File: config.mk
export PLATFORM = sky130hd
export DESIGN_NAME = stream_unpacker_flat
export DESIGN_NICKNAME = d
export VERILOG_FILES = /design/src/rtl/stream_pkg.sv /design/src/rtl/stream_unpacker_if.sv /design/src/rtl/stream_unpacker.sv /design/src/flat_wrapper.sv
export SDC_FILE = /design/constraint.sdc
export NUM_CORES = 1
export LEC_CHECK = 0
export CORE_UTILIZATION = 51
export CTS_CLUSTER_SIZE = 16
export DETAILED_ROUTE_END_ITERATION = 10
export GPL_ROUTABILITY_DRIVEN = 1
export PLACE_DENSITY_LB_ADDON = 0.12
export SLEW_MARGIN = 10
export SYNTH_ARGS = -nofsm -noshare
export SYNTH_HDL_FRONTEND = slang
export SYNTH_SLANG_ARGS = --single-unit
File: constraint.sdc
create_clock -name clk -period 1.9 [get_ports clk]
set_input_delay 0.285 -clock clk [delete_from_list [all_inputs] [get_ports clk]]
set_output_delay 0.285 -clock clk [all_outputs]
set_load 0.05 [all_outputs]
File: src/rtl/stream_pkg.sv
`default_nettype none
// ============================================================================
// Module      : stream_pkg
// Description : Shared definitions for the stream width converters: byte
//               width, FSM state encoding and the byte-count clamp helper.
// Revision    : 1.0 - initial release
// ============================================================================
package stream_pkg;

    localparam int BYTE_W = 8;

    typedef enum logic {
        ST_IDLE = 1'b0,
        ST_BUSY = 1'b1
    } state_t;

    // Counts past the last byte of a word (possible when NB is not a power
    // of two) saturate to the top byte.
    function automatic int cnt_clamp(input int cnt, input int nb);
        return (cnt >= nb) ? (nb - 1) : cnt;
    endfunction

endpackage
`default_nettype wire

File: src/rtl/stream_unpacker_if.sv
`default_nettype none
// ============================================================================
// Module      : stream_unpacker_if
// Description : Word-in / byte-out handshake bundle of stream_unpacker.
//               master = surrounding logic, slave = the unpacker.
// Revision    : 1.0 - initial release
// ============================================================================
interface stream_unpacker_if
    import stream_pkg::*;
#(
    parameter int NB = 4
);
    localparam int CW = (NB > 2) ? $clog2(NB) : 1;

    logic                 i_rdy;
    logic                 i_en;
    logic [BYTE_W*NB-1:0] i_data;
    logic [CW-1:0]        i_cnt;
    logic                 i_last;
    logic                 o_rdy;
    logic                 o_en;
    logic [BYTE_W-1:0]    o_data;
    logic                 o_last;

    modport master (
        input  i_rdy, o_en, o_data, o_last,
        output i_en, i_data, i_cnt, i_last, o_rdy
    );

    modport slave (
        output i_rdy, o_en, o_data, o_last,
        input  i_en, i_data, i_cnt, i_last, o_rdy
    );

endinterface
`default_nettype wire

File: src/rtl/stream_unpacker.sv
`default_nettype none
// ============================================================================
// Module      : stream_unpacker
// Description : Drains NB-byte words (count + last flag) and emits them one
//               byte per handshake. Build option STREAM_UNPACKER_MSB_FIRST_EN
//               selects most-significant-byte-first ordering.
// Revision    : 1.0 - initial release
// ============================================================================
module stream_unpacker
    import stream_pkg::*;
#(
    parameter int NB = 4
)(
    input  wire logic         clk,
    input  wire logic         rstn,
    stream_unpacker_if.slave  bus
);

    localparam int CW     = (NB > 2) ? $clog2(NB) : 1;
    localparam int WORD_W = BYTE_W * NB;

    state_t              state_q, state_d;
    logic [WORD_W-1:0]   word_q, word_d;
    logic [CW-1:0]       cnt_q, cnt_d;
    logic [CW-1:0]       idx_q, idx_d;
    logic                last_q, last_d;
    logic [BYTE_W-1:0]   data_q, data_d;
    logic                olast_q, olast_d;

    logic                out_fire;
    logic                in_fire;
    logic                last_byte;
    logic                rdy;
    logic [CW-1:0]       in_cnt;
    logic [CW-1:0]       sel_idx;
    logic [CW-1:0]       sel_pos;
    logic [WORD_W-1:0]   sel_word;

    assign last_byte = (idx_q == cnt_q);
    assign out_fire  = (state_q == ST_BUSY) & bus.o_rdy;
    assign rdy       = (state_q == ST_IDLE) | (out_fire & last_byte);
    assign in_fire   = bus.i_en & rdy;
    assign in_cnt    = CW'(cnt_clamp(int'(bus.i_cnt), NB));

    always_comb begin
        state_d  = state_q;
        word_d   = word_q;
        cnt_d    = cnt_q;
        last_d   = last_q;
        idx_d    = idx_q;
        data_d   = data_q;
        olast_d  = olast_q;
        sel_word = word_q;
        sel_idx  = idx_q + CW'(1);

        if (in_fire) begin
            state_d  = ST_BUSY;
            word_d   = bus.i_data;
            cnt_d    = in_cnt;
            last_d   = bus.i_last;
            idx_d    = '0;
            sel_word = bus.i_data;
            sel_idx  = '0;
            olast_d  = bus.i_last & (in_cnt == '0);
        end else if (out_fire) begin
            if (last_byte) begin
                state_d = ST_IDLE;
            end else begin
                idx_d   = sel_idx;
                olast_d = last_q & (sel_idx == cnt_q);
            end
        end

`ifdef STREAM_UNPACKER_MSB_FIRST_EN
        sel_pos = CW'(NB - 1) - sel_idx;
`else
        sel_pos = sel_idx;
`endif

        // One shared byte mux serves both a fresh word and the next held byte.
        if (in_fire | (out_fire & ~last_byte)) begin
            data_d = sel_word[BYTE_W*sel_pos +: BYTE_W];
        end
    end

    always_ff @(posedge clk or negedge rstn) begin
        if (!rstn) begin
            state_q <= ST_IDLE;
            word_q  <= '0;
            cnt_q   <= '0;
            idx_q   <= '0;
            last_q  <= 1'b0;
            data_q  <= '0;
            olast_q <= 1'b0;
        end else begin
            state_q <= state_d;
            word_q  <= word_d;
            cnt_q   <= cnt_d;
            idx_q   <= idx_d;
            last_q  <= last_d;
            data_q  <= data_d;
            olast_q <= olast_d;
        end
    end

    assign bus.i_rdy  = rdy;
    assign bus.o_en   = (state_q == ST_BUSY);
    assign bus.o_data = data_q;
    assign bus.o_last = olast_q;

endmodule
`default_nettype wire

File: src/flat_wrapper.sv
// flat-port wrapper written by rule: the top's interface ports become plain ports
module stream_unpacker_flat import stream_pkg::*;
#(
    parameter int NB = 4
)
  (clk, rstn, bus_i_rdy, bus_o_en, bus_o_data, bus_o_last, bus_i_en, bus_i_data, bus_i_cnt, bus_i_last, bus_o_rdy);
  stream_unpacker_if #(.NB(NB)) bus_i ();
  input  wire logic clk;
  input  wire logic rstn;
  output wire logic [$bits(bus_i.i_rdy)-1:0] bus_i_rdy;
  output wire logic [$bits(bus_i.o_en)-1:0] bus_o_en;
  output wire logic [$bits(bus_i.o_data)-1:0] bus_o_data;
  output wire logic [$bits(bus_i.o_last)-1:0] bus_o_last;
  input wire logic [$bits(bus_i.i_en)-1:0] bus_i_en;
  input wire logic [$bits(bus_i.i_data)-1:0] bus_i_data;
  input wire logic [$bits(bus_i.i_cnt)-1:0] bus_i_cnt;
  input wire logic [$bits(bus_i.i_last)-1:0] bus_i_last;
  input wire logic [$bits(bus_i.o_rdy)-1:0] bus_o_rdy;
  assign bus_i_rdy = bus_i.i_rdy;
  assign bus_o_en = bus_i.o_en;
  assign bus_o_data = bus_i.o_data;
  assign bus_o_last = bus_i.o_last;
  assign bus_i.i_en = bus_i_en;
  assign bus_i.i_data = bus_i_data;
  assign bus_i.i_cnt = bus_i_cnt;
  assign bus_i.i_last = bus_i_last;
  assign bus_i.o_rdy = bus_o_rdy;
  stream_unpacker #(.NB(NB)) u_core (.clk(clk), .rstn(rstn), .bus(bus_i));
endmodule
==> summary.md <==
| Metric | Value |
|---|---|
| Synth Cell Area | 2480 um2 |
| Pre-antenna DRT Iters | 4 |
| CTS Buffer Depth | 2 |
| RSZ-0062 raised after global routing | false |
| Post-CTS resize count | 0 |
| CTS Buf Count | 5 |
| VDD IR-drop max | 0.740 mV |
| Synth async-reset ratio | 100% |
| Clock sinks | 47 |
| Mux cell area share after synthesis | 23.1% |
| Run status | finished clean |
| Critical Path, Cell by Cell | xor2_4 -> o32a_2 -> buf_12 -> a211oi_1 -> a211oi_1 |
| Fin Hold WS | 0.0519 ns |
| Largest family of logic cells by synthesized area | multiplexers |
| Worst setup SP type | flop |
| Via/cell ratio | 5.84 |
| XOR/XNOR Fraction of Synth Area | 1.46% |
| Relative slew slack | 61.4% |
| Arr. time, crit path | 1.98 ns |
| DIE HEIGHT | 71.8 um |
| Via count | 1729 |
| Fmax | 557 MHz |
| Final HPWL DP | 3.52 mm |
| Fillers | 359 |
| Fin nets | 280 |
| Worst setup EP type | flop |
| # diodes | 0 |
| Synth cell types | 41 |
| Die width | 71.8 um |
| Synth area leader | dfrtp_1 |
| Max incr delay on CP | 0.47 ns |
| Synth area leaders | dfrtp_1 47%, mux2_4 21%, buf_12 3.2% |
| Total gr overflow | 0 |
| Max-Cap Viols | 0 |
| Commonest cells post-synth | 47 x dfrtp_1, 35 x mux2_4, 10 x a21oi_1 |
| Final Max Tran Viols | 0 |
| FF+latch count, synth | 47 |
| Vias in the first global route | 1803 |
| Post-CTS Setup Inserts | 0 |
| Final Hold Vio Count | 0 |
| Hold Crit Class | input pin to async pin |
| Post-Synth Adder-Cell Area | 0% |
| Top cell type's share of synthesized area | 47.3% |
| Gpl congestion | 0.813 |
| CP Max Fanout | 23 |
| CP delay by family, top | compound AO/OA/AOI/OAI gates |
| Syn Area/Cell | 13.5 um2 |
| Clock skew | 0.00675 ns |
| Post-Syn Nets | 223 |
| Buf/Inv on CP | 1 |
| Port bufs | 49 |
| Largest net degree at the start of global routing | 48 |
| # H-tree levels | 2 |
| P_leak | 0.00146 uW |
| CP max-delay cell | dfrtp_1 |
| Total routed wirelength | 5.16 mm |
| Hold Buf Count CTS | 0 |
| Measured slew at the worst slew-check pin | 0.579 ns |
| Reg clk slew, reported paths | 0.09 ns |
| EDFF count, synth | 0 |
| Antenna viol nets, final | 0 |
| Crit Path Class | flop to flop |
| I/O Pins | 50 |
| Worst Path Required | 2.08 ns |
| WL/cell | 17.4 um |
| Final Core Density | 66.9% |
| DRT iter0 DRCs | 111 |
| Post-route DRC | 0 |
| Fin crit period | 1.80 ns |
| Effective utilization at floorplan | 53.0% |
| Mapped Cells | 184 |
| Initial antenna violation count | 0 |
| CORE AREA | 4690 um2 |
| Crit-path most repeated cell | a211oi_1 |
| Clock tree root buffer cell | clkbuf_8 |
| Die area | 5160 um2 |
| Fraction of layout cells with a size suffix above 1 | 26.4% |
| Post-Synth Simple-Gate Area | 5.94% |
| Synth Area in Compound Gates | 15.6% |
| Ys flop type | dfrtp_1 |
| Pwr/cell area | 1900 nW/um2 |
| First-pass GRT wire length | 8.71 mm |
| Area grow syn2layout | 26.3% |
| CTS tree | built |
| Period utilisation layout | 94.5% |
| Most frequent cell after synthesis | dfrtp_1 |
| Worst-Skew Late Latency | 0.30 ns |
| GRT Overall Usage | 21.9% |
| Final Power | 5950 uW |
| FP Rows | 25 |
| Seq/Total Area, Yosys | 47.3% |
| Final setup viols | 0 |
| Yosys warns | 0 |
where the power goes:
part	leakage, uW	internal, uW	switching, uW	total (uW)
Clock	0.0000515	333	338	670
Sequential	0.000552	1530	358	1890
Combinational	0.000853	1780	1610	3390
Total	0.00146	3650	2300	5950
cells in the final DEF (no fill, tap or decap), types with 2 or more instances in the layout:
cell	count
nor3_1	6
buf_4	14
clkbuf_8	7
nor2_1	3
o211a_1	2
a21oi_1	10
a21boi_0	5
clkdlybuf4s50_1	46
a22o_1	5
o22ai_1	6
mux2_4	35
o32ai_1	3
nand2_1	5
and3_1	6
dfrtp_1	47
buf_12	3
inv_1	5
a211oi_1	9
registers in the layout, indices dropped and copies added, names as in the netlist:
| name | count |
|---|---|
| u_core.cnt_q | 2 |
| u_core.idx_q | 2 |
| u_core.bus.o_last | 1 |
| u_core.bus.o_data | 8 |
| u_core.bus.o_en | 1 |
| u_core.last_q | 1 |
| u_core.word_q | 32 |
cells by family (layout without fill, tap and decap cells):
family	after synthesis	count (layout)
and+or+nand+nor	27	27
buffers and inverters	19	77
AOI/OAI and AO/OA	52	52
xor gates and xnor gates	2	2
DFF	47	47
muxes	37	37
stage by stage:
stage	TNS [ns]	setup slack [ns]	cells	area [um2]
finish	0	0.104	296	3140
global route	0	0.00746	296	3140
CTS	0	0.0775	296	3140
detailed placement	-0.0129	-0.0101	288	3040
global placement	0	0.0355	288	3040
floorplan	0	0.170	184	2480
cell type report:
class / instances / area, um2 / share of cell area (%)
Sequential cell: 47 / 1180 / 37.5
Multi-Input combinational cell: 118 / 1150 / 36.5
Inverter: 5 / 18.8 / 0.598
Timing Repair Buffer: 64 / 631 / 20.1
Clock buffer: 8 / 100 / 3.19
Tap cell: 54 / 67.6 / 2.15
routing by layer:
| metal | vias to the layer above | track usage [%] | wire (um) |
|---|---|---|---|
| met2 | 45 | 34.2 | 2480 |
| met4 | 0 | 8.50 | 67 |
| met3 | 9 | 5.06 | 202 |
| li1 | 809 | - | - |
| met1 | 866 | 29.9 | 2400 |
| met5 | - | 0 | 0 |
final timing paths:
| kind | start | end | slack [ns] | cells past startpoint |
|---|---|---|---|---|
| setup / recovery | u_core.cnt_q[1] | u_core.bus.o_data[4] | 0.10 | 5 |
| hold / removal | rstn | u_core.bus.o_last | 0.05 | 2 |
| setup reg to reg | u_core.cnt_q[1] | u_core.bus.o_data[4] | 0.10 | 5 |
| hold reg to reg | u_core.word_q[8] | u_core.word_q[8] | 0.52 | 1 |
| max in group asynchronous | rstn | u_core.word_q[13] | 1.45 | 2 |
| min in group clk | u_core.word_q[8] | u_core.word_q[8] | 0.52 | 1 |
Note: power is estimated with default switching activity, not from simulation.
